[config.mk]
export PLATFORM = sky130hd
export DESIGN_NAME = spi_cmd_master
export DESIGN_NICKNAME = d
export VERILOG_FILES = /design/src/rtl/spi_cmd_master.sv
export SDC_FILE = /design/constraint.sdc
export NUM_CORES = 1
export LEC_CHECK = 0
export CAP_MARGIN = 20
export CORE_MARGIN = 2
export CORE_UTILIZATION = 30
export CTS_CLUSTER_DIAMETER = 30
export DETAILED_ROUTE_END_ITERATION = 16
export PLACE_DENSITY = 0.5
export SLEW_MARGIN = 10
export SYNTH_ARGS = -nofsm -noshare
export SYNTH_HDL_FRONTEND = slang
export SYNTH_SLANG_ARGS = --single-unit
[constraint.sdc]
create_clock -name clk -period 2.1 [get_ports clk]
set_input_delay 0.42 -clock clk [delete_from_list [all_inputs] [get_ports clk]]
set_output_delay 0.42 -clock clk [all_outputs]
set_load 0.1 [all_outputs]
[src/rtl/spi_cmd_master.sv]
// SPI mode-0 command initiator: byte 0 = {4'b0, cmd}, optional byte 1 = write data or dummy/read.
// Define SPI_LOOPBACK_EN to capture from the internal MOSI register instead of the miso pin.
module spi_cmd_master #(
  parameter int unsigned CLK_DIV    = 4,
  parameter int unsigned GAP_CYCLES = 4,
  parameter logic [3:0]  RD_CODE    = 4'h1,
  parameter logic [3:0]  WR_CODE    = 4'h2,
  parameter logic [7:0]  DUMMY_BYTE = 8'hA5
) (
  input  logic       clk,
  input  logic       rst_n,
  input  logic       start,
  input  logic [3:0] cmd,
  input  logic [7:0] wr_data,
  output logic       busy,
  output logic       done,
  output logic [7:0] rd_data,
  output logic       rd_valid,
  output logic       cs_n,
  output logic       sclk,
  output logic       mosi,
  input  logic       miso
);

  localparam logic [2:0] S_IDLE       = 3'd0;
  localparam logic [2:0] S_CS_SETUP   = 3'd1;
  localparam logic [2:0] S_SHIFT_CMD  = 3'd2;
  localparam logic [2:0] S_GAP        = 3'd3;
  localparam logic [2:0] S_SHIFT_DATA = 3'd4;
  localparam logic [2:0] S_CS_HOLD    = 3'd5;

  localparam logic [15:0] DIV_LAST = 16'(CLK_DIV - 1);
  localparam logic [15:0] GAP_LAST = 16'(GAP_CYCLES - 1);

  logic [2:0]  state_q, state_d;
  logic [15:0] cnt_q, cnt_d;
  logic [3:0]  half_q, half_d;
  logic [3:0]  cmd_q, cmd_d;
  logic [7:0]  wdat_q, wdat_d;
  logic [7:0]  tx_q, tx_d;
  logic [7:0]  rx_q, rx_d;
  logic [7:0]  rd_data_q, rd_data_d;
  logic        busy_q, busy_d;
  logic        done_q, done_d;
  logic        rd_valid_q, rd_valid_d;
  logic        cs_n_q, cs_n_d;
  logic        sclk_q, sclk_d;

  logic        rx_bit;
  logic        div_end;
  logic        is_rd;
  logic        two_byte;

`ifdef SPI_LOOPBACK_EN
  logic miso_unused;
  assign miso_unused = miso;
  assign rx_bit      = tx_q[7];
`else
  assign rx_bit      = miso;
`endif

  assign div_end  = (cnt_q == DIV_LAST);
  assign is_rd    = (cmd_q == RD_CODE);
  assign two_byte = (cmd_q == RD_CODE) || (cmd_q == WR_CODE);

  always_comb begin
    state_d    = state_q;
    cnt_d      = cnt_q;
    half_d     = half_q;
    cmd_d      = cmd_q;
    wdat_d     = wdat_q;
    tx_d       = tx_q;
    rx_d       = rx_q;
    rd_data_d  = rd_data_q;
    busy_d     = busy_q;
    done_d     = 1'b0;
    rd_valid_d = 1'b0;
    cs_n_d     = cs_n_q;
    sclk_d     = sclk_q;

    case (state_q)
      S_IDLE: begin
        // done_q gate makes a start coincident with the done pulse ignored
        if (start && !done_q) begin
          cmd_d   = cmd;
          wdat_d  = wr_data;
          tx_d    = {4'b0000, cmd};
          rx_d    = '0;
          busy_d  = 1'b1;
          cs_n_d  = 1'b0;
          cnt_d   = '0;
          half_d  = '0;
          state_d = S_CS_SETUP;
        end
      end

      S_CS_SETUP: begin
        if (div_end) begin
          cnt_d   = '0;
          half_d  = '0;
          state_d = S_SHIFT_CMD;
        end else begin
          cnt_d = cnt_q + 16'd1;
        end
      end

      S_SHIFT_CMD, S_SHIFT_DATA: begin
        if (!div_end) begin
          cnt_d = cnt_q + 16'd1;
        end else begin
          cnt_d = '0;
          if (half_q == 4'd15) begin
            sclk_d = 1'b0;
            half_d = '0;
            if ((state_q == S_SHIFT_CMD) && two_byte) begin
              tx_d    = is_rd ? DUMMY_BYTE : wdat_q;
              state_d = S_GAP;
            end else begin
              tx_d    = '0;
              state_d = S_CS_HOLD;
            end
          end else begin
            half_d = half_q + 4'd1;
            // even half -> odd half is the rising edge; odd -> even is the falling edge
            if (!half_q[0]) begin
              sclk_d = 1'b1;
              if (state_q == S_SHIFT_DATA) begin
                rx_d = {rx_q[6:0], rx_bit};
              end
            end else begin
              sclk_d = 1'b0;
              tx_d   = {tx_q[6:0], 1'b0};
            end
          end
        end
      end

      S_GAP: begin
        if (cnt_q == GAP_LAST) begin
          cnt_d   = '0;
          half_d  = '0;
          state_d = S_SHIFT_DATA;
        end else begin
          cnt_d = cnt_q + 16'd1;
        end
      end

      S_CS_HOLD: begin
        if (div_end) begin
          cnt_d   = '0;
          tx_d    = '0;
          cs_n_d  = 1'b1;
          busy_d  = 1'b0;
          done_d  = 1'b1;
          state_d = S_IDLE;
          if (is_rd) begin
            rd_data_d  = rx_q;
            rd_valid_d = 1'b1;
          end
        end else begin
          cnt_d = cnt_q + 16'd1;
        end
      end

      default: begin
        tx_d    = '0;
        cs_n_d  = 1'b1;
        sclk_d  = 1'b0;
        busy_d  = 1'b0;
        state_d = S_IDLE;
      end
    endcase
  end

  always_ff @(posedge clk or negedge rst_n) begin
    if (!rst_n) begin
      state_q    <= S_IDLE;
      cnt_q      <= '0;
      half_q     <= '0;
      cmd_q      <= '0;
      wdat_q     <= '0;
      tx_q       <= '0;
      rx_q       <= '0;
      rd_data_q  <= '0;
      busy_q     <= 1'b0;
      done_q     <= 1'b0;
      rd_valid_q <= 1'b0;
      cs_n_q     <= 1'b1;
      sclk_q     <= 1'b0;
    end else begin
      state_q    <= state_d;
      cnt_q      <= cnt_d;
      half_q     <= half_d;
      cmd_q      <= cmd_d;
      wdat_q     <= wdat_d;
      tx_q       <= tx_d;
      rx_q       <= rx_d;
      rd_data_q  <= rd_data_d;
      busy_q     <= busy_d;
      done_q     <= done_d;
      rd_valid_q <= rd_valid_d;
      cs_n_q     <= cs_n_d;
      sclk_q     <= sclk_d;
    end
  end

  assign busy     = busy_q;
  assign done     = done_q;
  assign rd_data  = rd_data_q;
  assign rd_valid = rd_valid_q;
  assign cs_n     = cs_n_q;
  assign sclk     = sclk_q;
  // tx_q is cleared whenever cs_n is high, so mosi idles low
  assign mosi     = tx_q[7];

endmodule

Word level (Yosys, flattened, before mapping)
Cells that the tools add are included.

Bits in registers: 64. Logic and storage cells: 105. Output and inout bits: 14.

Add/sub/neg operators: 2. Multiplexer cells: 45. Eq/ne operators: 20. Reductions and logical operators: 22. Bitwise logic cells: 3.

Operators by type and width (number): $mux W8 (12); $mux W16 (2); $pmux W16 S2 (1); $pmux W8 S4 (1); $mux W3 (7); $ne A2 B2 Y1 const B (9); $add A16 B1 Y16 const B (1); $eq A16 B2 Y1 const B (1); $mux W4 (4); $pmux W8 S2 (1); $pmux W3 S5 (1); $mux W1 (12); $pmux W4 S3 (1); $reduce_and A6 Y1 (2); $reduce_or A4 Y1 (2); $eq A3 B2 Y1 const B (2); $eq A3 B3 Y1 const B (2); $pmux W1 S3 (2); $reduce_and A2 Y1 (3); $reduce_and A3 Y1 (2); $reduce_and A5 Y1 (1); $reduce_or A5 Y1 (1); $add A4 B1 Y4 const B (1); $eq A4 B1 Y1 const B (1); 15 further kinds (20).

Logic depth before layout (Yosys ltp)
Gate-level depths: netlist (run 1).

Depth in word-level cells: 7. Mapped depth: 8. Gate-level depth less buffers: 6.

Worst setup path before layout (run 1)
No wires, ideal clock.

Path kind: reg-to-reg. Start: register done_q, in the netlist done. End: register tx_q[0]. Path buffers: 0. Slack: -0.097 ns. Arrival: 2.072 ns. Stages on the path, launching flop included: 5. Required time: 1.975 ns. Cell sequence: dfrtp_1 > nand2b_1 > nor2_4 > nor4_4 > mux2_4.

Longest elaborated chain between the ends: 4.

Ends and longest elaborated chain: start, declared (RTL line 44) `logic done_q, done_d;`; start signal, assigned (RTL line 200) `done_q <= done_d;`; $logic_not A1 Y1 (RTL line 84) `if (start && !done_q) begin`; $logic_and A1 B1 Y1 (RTL line 84); $ne A2 B2 Y1 (no line); $reduce_and A5 Y1 (no line); end signal, assigned (RTL line 196) `tx_q <= tx_d;`; end, declared (RTL line 40) `logic [7:0] tx_q, tx_d;`.

No other way between the ends. A chain may end at the register's enable or synchronous reset.

Final worst setup path (run 1)
Start: register cnt_q[1]. End: register tx_q[0].

Longest elaborated chain between the ends: 3. Elaborated cells between the ends (all ways): 4. Classes of those cells: 3 x eq/ne; 1 x reduce/logical.

Ends and longest elaborated chain: start, declared (RTL line 36) `logic [15:0] cnt_q, cnt_d;`; start signal, assigned (RTL line 192) `cnt_q <= cnt_d;`; $eq A16 B2 Y1 * (RTL line 62) `assign div_end = (cnt_q == DIV_LAST);`; $ne A2 B2 Y1 (no line); $reduce_and A5 Y1 (no line) *.

Every way passes the cells marked *; elsewhere a longest branch is shown, timed or not.

==> results of run 1 <==
-- cell usage in the layout (no fill, tap or decap), types with 2 or more instances in the layout --
cell type,netlist,routed
a21oi_1,5,4
a22o_1,3,3
a2bb2oi_1,2,2
a31oi_1,6,5
a31oi_2,1,2
a32oi_1,2,2
and3_1,6,5
and3_4,1,2
and4_1,3,2
buf_12,1,2
buf_4,1,48
bufinv_16,0,2
clkbuf_8,0,9
clkdlybuf4s50_1,0,14
clkinv_2,0,2
clkinvlp_4,0,2
dfrtp_1,63,61
dfrtp_2,0,2
inv_1,7,7
mux2_4,9,9
nand2_1,65,65
nand2b_1,3,3
nand3_1,8,8
nand4_1,5,5
nor2_1,31,30
nor2b_1,2,2
nor3_1,5,5
nor3b_1,2,2
nor4_1,6,6
nor4_4,2,2
nor4b_1,3,3
o21ai_0,13,13
o2bb2ai_1,7,7
o41ai_1,2,2
or3_4,2,2
xnor2_1,12,12
xor2_1,4,4
-- critical path, cell delays in order, from the launching register on --
cell     delay, ps
dfrtp_1        380
ha_2           200
nor4b_1        140
and4_2         270
buf_8          140
and3_4         170
nor4_4         310
mux2_4         340
-- layer usage --
layer | routed length (µm) | track usage | vias to the layer above | share of wire
li1 | - | - | 1230 | -
met1 | 3600 | 0.193 | 1177 | 0.51
met2 | 3050 | 0.196 | 44 | 0.43
met3 | 270 | 0.0371 | 8 | 0.038
met4 | 104 | 0.0492 | 0 | 0.015
met5 | 0 | 0 | - | 0
-- kinds of logic (layout without fill, tap and decap cells) --
family                   count (synthesis)  in the layout
AND/OR/NAND/NOR                        149            149
flip-flops                              64             64
AO/OA/AOI/OAI                           51             51
buffers and inverters                   22             88
XOR/XNOR                                16             16
multiplexers                            10             10
adder cells (fa/ha/maj)                  2              2
-- flip-flops by register name (all words and copies together), names as in the netlist --
signal / count
rd_data: 8
busy: 1
half_q: 4
rx_q: 8
cmd_q: 4
cs_n: 1
cnt_q: 16
wdat_q: 8
rd_valid: 1
sclk: 1
done: 1
tx_q: 8
state_q: 3
-- worst paths after layout --
path                                        from                    end  slack, ps  depth (start not counted)
setup / recovery            cnt_q[1]$_DFFE_PN0P_    tx_q[0]$_DFFE_PN0P_         60                          7
hold / removal                             rst_n  half_q[3]$_DFFE_PN0P_         80                          2
setup reg to reg            cnt_q[1]$_DFFE_PN0P_    tx_q[0]$_DFFE_PN0P_         60                          7
hold reg to reg            wdat_q[2]$_DFFE_PN0P_  wdat_q[2]$_DFFE_PN0P_        470                          2
max in group asynchronous                  rst_n       cs_n$_DFFE_PN1P_       1690                          2
min in group clk           wdat_q[2]$_DFFE_PN0P_  wdat_q[2]$_DFFE_PN0P_        470                          2
-- repair_timing --
action | 4_1_cts | 5_1_grt
setup endpoints to repair | 21 | 15
resized for setup | 2 | 7
pin swaps | 0 | 4
setup buffers | 0 | 6
-- where the power goes --
group / switching, mW / total [mW] / internal, mW
Sequential: 0.0155 / 1.27 / 1.25
Combinational: 0.0524 / 0.102 / 0.0498
Clock: 0.483 / 1.14 / 0.657
Total: 0.551 / 2.51 / 1.96
-- cell type report --
type                    instances  area share
flip-flops and latches         64       0.398
multi-input cells             228       0.362
repair buffers                 66       0.139
clock buffers                   9      0.0307
inverters                       7     0.00652
well taps                     136      0.0422
clock inverters                 6      0.0211
==> flow_summary.toml, run 1 <==
[drt]
viasPerCell = 4.77
drt_iter0_markers = 145
wire_per_inst_um = 13.6
ant_nets = 0
drc = 0
routed_wl_um = 7030
first_pass_iters = 4
via_count = 2459

[global_routing]
grt_pass1_vias = 2402
gr-usage-all-layers = 0.135
grt_max_degree = 65
antenna_found_initial = 0
grt_first_pass_wirelength_um = 12100
grt_remaining_overflow = 0

[floorplan]
initial_core_util = 0.308
coreArea_um2 = 10300
die-area_um2 = 11400
die_h_um = 107
die_w_um = 107
io_pins = 30
rows = 37

[synthesis]
synth_nets = 332
synth_top_family_by_area = "simple AND/OR/NAND/NOR gates"
yosysMostFrequentCell = "nand2_1"
ys.flop_type = "dfrtp_1"
ys_warn_count = 0
syn_area_per_cell_um2 = 10.1
synth_top_area_share = 0.497
post_synth_instance_area_um2 = 3170
yosys.area_share.simple = 0.236
synth-seq-cells = 64
synth-async-reset-ratio = 1.00
synthDistinctLibCells = 53
synth.mux.area_fraction = 0.0462
synthAdderAreaFrac = 0.00789
synth-compound-area-share = 0.120
yosys-top-cells-count = "nand2_1 (65), dfrtp_1 (63), nor2_1 (31)"
synth_xor_area_frac = 0.0442
yosysTopAreaCell = "dfrtp_1"
synth_seq_area_share = 0.506
ys_top_cells_by_area = "dfrtp_1 (50%), nand2_1 (7.7%), mux2_4 (4.3%)"
syn_inst = 314
synth_edf_count = 0

[layout]
final_util = 0.392
fillerInstances = 1061
drive_above_1_share = 0.255
final_nets = 394
multiInputGateArea_um2 = 1460
syn2layout_area_growth_pct = 27.2
diodes = 0
final-seq-area_um2 = 1610
fin_cells = 516
postLayoutCellArea_um2 = 4030

[clocking]
cts.sink_count = 64
path_clk_slew_ps = 80
cts_buffers = 9
cts.htree.levels = 3
tritoncts = "done"
clockRootBuffer = "clkbuf_8"
insertion_delay_ps = 340
hold_buffers = 0
cts.path.max_buffers = 2

[timing]
period_share = 0.970
slew_headroom = 0.612
final.setup.tns_ps = 0
fin_worst_skew_ps = 13.0
fmax_mhz = 491
setup_viol = 0
slew_viol_final = 0
worst_slack_ps = 63.7
hold_violations = 0
layout_min_cycle_time_ps = 2040
tightestPinTransition_ps = 581
rsz0062_at_grt = "no"
fin_hold_ws_ps = 82.8

[flow_run]
max_cap_violations = 0

[worst_setup_path]
end_kind = "flop"
crit_arrival_ps = 2270
crit_required_ps = 2330
crit_type = "flop to flop"
cp-start-kind = "flop"
crit_fanout = 8

[pwr]
powerDensity_nw_per_um2 = 623
leakage_nw = 1.81
total_power_mw = 2.51
ir_drop_mv = 0.216

[outcome]
status = "complete, no violations"

[placement]
io_buffers = 29
place_ws_ps = -220
placed_area_um2 = 3750
place_inst = 495
gp_congestion = 0.776
hpwl_um = 4800

[hold_path]
min_path_type = "input pin to asynchronous set/reset pin"
No activity file was read; power rests on OpenSTA's default activity.
==> inputs of run 2 (changes only) <==
--- a/config.mk
+++ b/config.mk
@@ -10,6 +10,7 @@
 export CORE_UTILIZATION = 30
 export CTS_CLUSTER_DIAMETER = 30
 export DETAILED_ROUTE_END_ITERATION = 16
+export GPL_ROUTABILITY_DRIVEN = 0
 export PLACE_DENSITY = 0.5
 export SLEW_MARGIN = 10
 export SYNTH_ARGS = -nofsm -noshare
==> results of run 2 <==
Same layout as run 1: the final DEF is identical, and so are final timing and power.
==> inputs of run 3 (changes only) <==
--- a/config.mk
+++ b/config.mk
@@ -6,12 +6,14 @@
 export NUM_CORES = 1
 export LEC_CHECK = 0
 export CAP_MARGIN = 20
+export CELL_PAD_IN_SITES_DETAIL_PLACEMENT = 1
+export CELL_PAD_IN_SITES_GLOBAL_PLACEMENT = 2
 export CORE_MARGIN = 2
 export CORE_UTILIZATION = 30
 export CTS_CLUSTER_DIAMETER = 30
 export DETAILED_ROUTE_END_ITERATION = 16
 export GPL_ROUTABILITY_DRIVEN = 0
-export PLACE_DENSITY = 0.5
+export PLACE_DENSITY = 0.7
 export SLEW_MARGIN = 10
 export SYNTH_ARGS = -nofsm -noshare
 export SYNTH_HDL_FRONTEND = slang
==> flow_summary.toml, run 3 (same netlist as run 1, synthesis figures left out) <==
[drt]
routed_wl_um = 8190
met1Wirelength_um = 4000
drt_iter0_markers = 109
wire_per_inst_um = 15.7
highest_layer = "met4"
viasPerCell = 4.97
ant_nets = 0
met2_length_um = 3810
via_count = 2601
drc = 0
wl_met3_um = 282
first_pass_iters = 4

[clocking]
clockRootBuffer = "clkbuf_8"
hold_buffers = 0
cts.sink_count = 64
cts_buffers = 9
cts.htree.levels = 3
insertion_delay_ps = 350
cts.path.max_buffers = 2
tritoncts = "done"
path_clk_slew_ps = 80

[layout]
final_nets = 400
multiInputGateArea_um2 = 1500
syn2layout_area_growth_pct = 31.6
layout_common_cells = "nand2_1 (65), dfrtp_1 (62), buf_4 (53), nor2_1 (30), clkdlybuf4s50_1 (14)"
layout_commonest_cell = "nand2_1"
fillerInstances = 1171
fin_cells = 523
largest-register = "cnt_q"
drive_above_1_share = 0.276
largest_register_ffs = 16
final-seq-area_um2 = 1600
postLayoutCellArea_um2 = 4170
diodes = 0

[timing]
final.setup.tns_ps = 0
slew_viol_final = 0
rsz0062_at_grt = "no"
layout_min_cycle_time_ps = 2030
tightestPinTransition_ps = 565
hold_violations = 0
setup_viol = 0
fin_hold_ws_ps = 18.0
slew_headroom = 0.621
period_share = 0.965
fmax_mhz = 494
fin_worst_skew_ps = 9.23

[worst_setup_path]
end_kind = "flop"
cp-start-kind = "flop"
crit_type = "flop to flop"
crit_required_ps = 2330
crit_fanout = 5
crit_arrival_ps = 2250
r2r_cells = 5

[placement]
hpwl_um = 5690
io_buffers = 29
place_inst = 504
placed_area_um2 = 3820

[global_routing]
gr-usage-all-layers = 0.153
antenna_found_initial = 0
grt_max_degree = 29
grt_first_pass_wirelength_um = 13600
grt_pass1_vias = 2711
grt_remaining_overflow = 0

[floorplan]
rows = 37
io_pins = 30
die_h_um = 107
coreArea_um2 = 10300
die-area_um2 = 11400
initial_core_util = 0.308
die_w_um = 107

[pwr]
ir_drop_mv = 0.318
p_seq_frac = 0.443
power_frac_comb = 0.039
internal_power_mw = 2.26
switching_share = 0.211
clockPowerShare = 0.518
leakage_nw = 1.88
powerDensity_nw_per_um2 = 685
switchingPower_mw = 0.603

[hold_path]
min_path_type = "input pin to asynchronous set/reset pin"

[flow_run]
max_cap_violations = 0

[outcome]
status = "complete, no violations"
==> run 3: changes by cell type in the layout (fill, tap and decap cells not counted), sizes merged <==
cell	delta
bufinv	+2
and2	+1
clkbuf	+1
clkinv	-2
inv	+2
buf	+5
clkinvlp	-2
==> run 3: layout make-up <==
class,count,share of cell area
Sequential cell,64,0.384
Tap cell,136,0.0408
Timing Repair Buffer,71,0.142
Clock inverter,6,0.0330
Inverter,7,0.00630
Multi-Input combinational cell,229,0.360
Clock buffer,10,0.0330
==> run 3: metrics by stage <==
step	total power, mW	util	worst slack, ps
after floorplan	1.32	-	68.8
after global placement	1.40	0.371	-288
after detailed placement	1.40	0.371	-386
after CTS	2.90	0.400	0.779
after global routing	2.96	0.406	9.89
final	2.86	0.406	74.2
==> run 3: worst paths after layout <==
path / start / slack [ps] / to
max in group asynchronous: rst_n / 1400 / done$_DFF_PN0_
worst min-delay path: rst_n / 20 / half_q[0]$_DFFE_PN0P_
worst max register to register: cnt_q[7]$_DFFE_PN0P_ / 70 / rd_data[2]$_DFFE_PN0P_
worst max-delay path: cnt_q[7]$_DFFE_PN0P_ / 70 / rd_data[2]$_DFFE_PN0P_
min in group clk: wdat_q[2]$_DFFE_PN0P_ / 480 / wdat_q[2]$_DFFE_PN0P_
worst min register to register: wdat_q[2]$_DFFE_PN0P_ / 480 / wdat_q[2]$_DFFE_PN0P_
==> run 3: repair_timing <==
action	in CTS	in global routing
resized for setup	4	10
pin swaps	1	3
buffers inserted	0	2
setup endpoints to repair	22	42
gates cloned	0	1
==> run 3: power by group through the flow <==
stage / Combinational, mW / Sequential (mW) / Clock (mW)
floorplan: 0.0349 / 1.29 / 0
global placement: 0.110 / 1.29 / 0
detailed placement: 0.113 / 1.29 / 0
CTS: 0.114 / 1.27 / 1.52
global route: 0.126 / 1.27 / 1.56
finish: 0.110 / 1.27 / 1.48
==> run 3: routing by layer <==
| metal | global-route usage | up-vias |
|---|---|---|
| met5 | 0 | - |
| met4 | 0.0538 | 0 |
| met3 | 0.0298 | 6 |
| met2 | 0.246 | 51 |
| met1 | 0.205 | 1302 |
| li1 | - | 1242 |
==> run 3: critical path, cell delays in order (launching register included) <==
cell and delay, ps:
dfrtp_1 380, nor4_1 390, and4_4 310, and4_2 280, and2_4 220, mux2_4 310
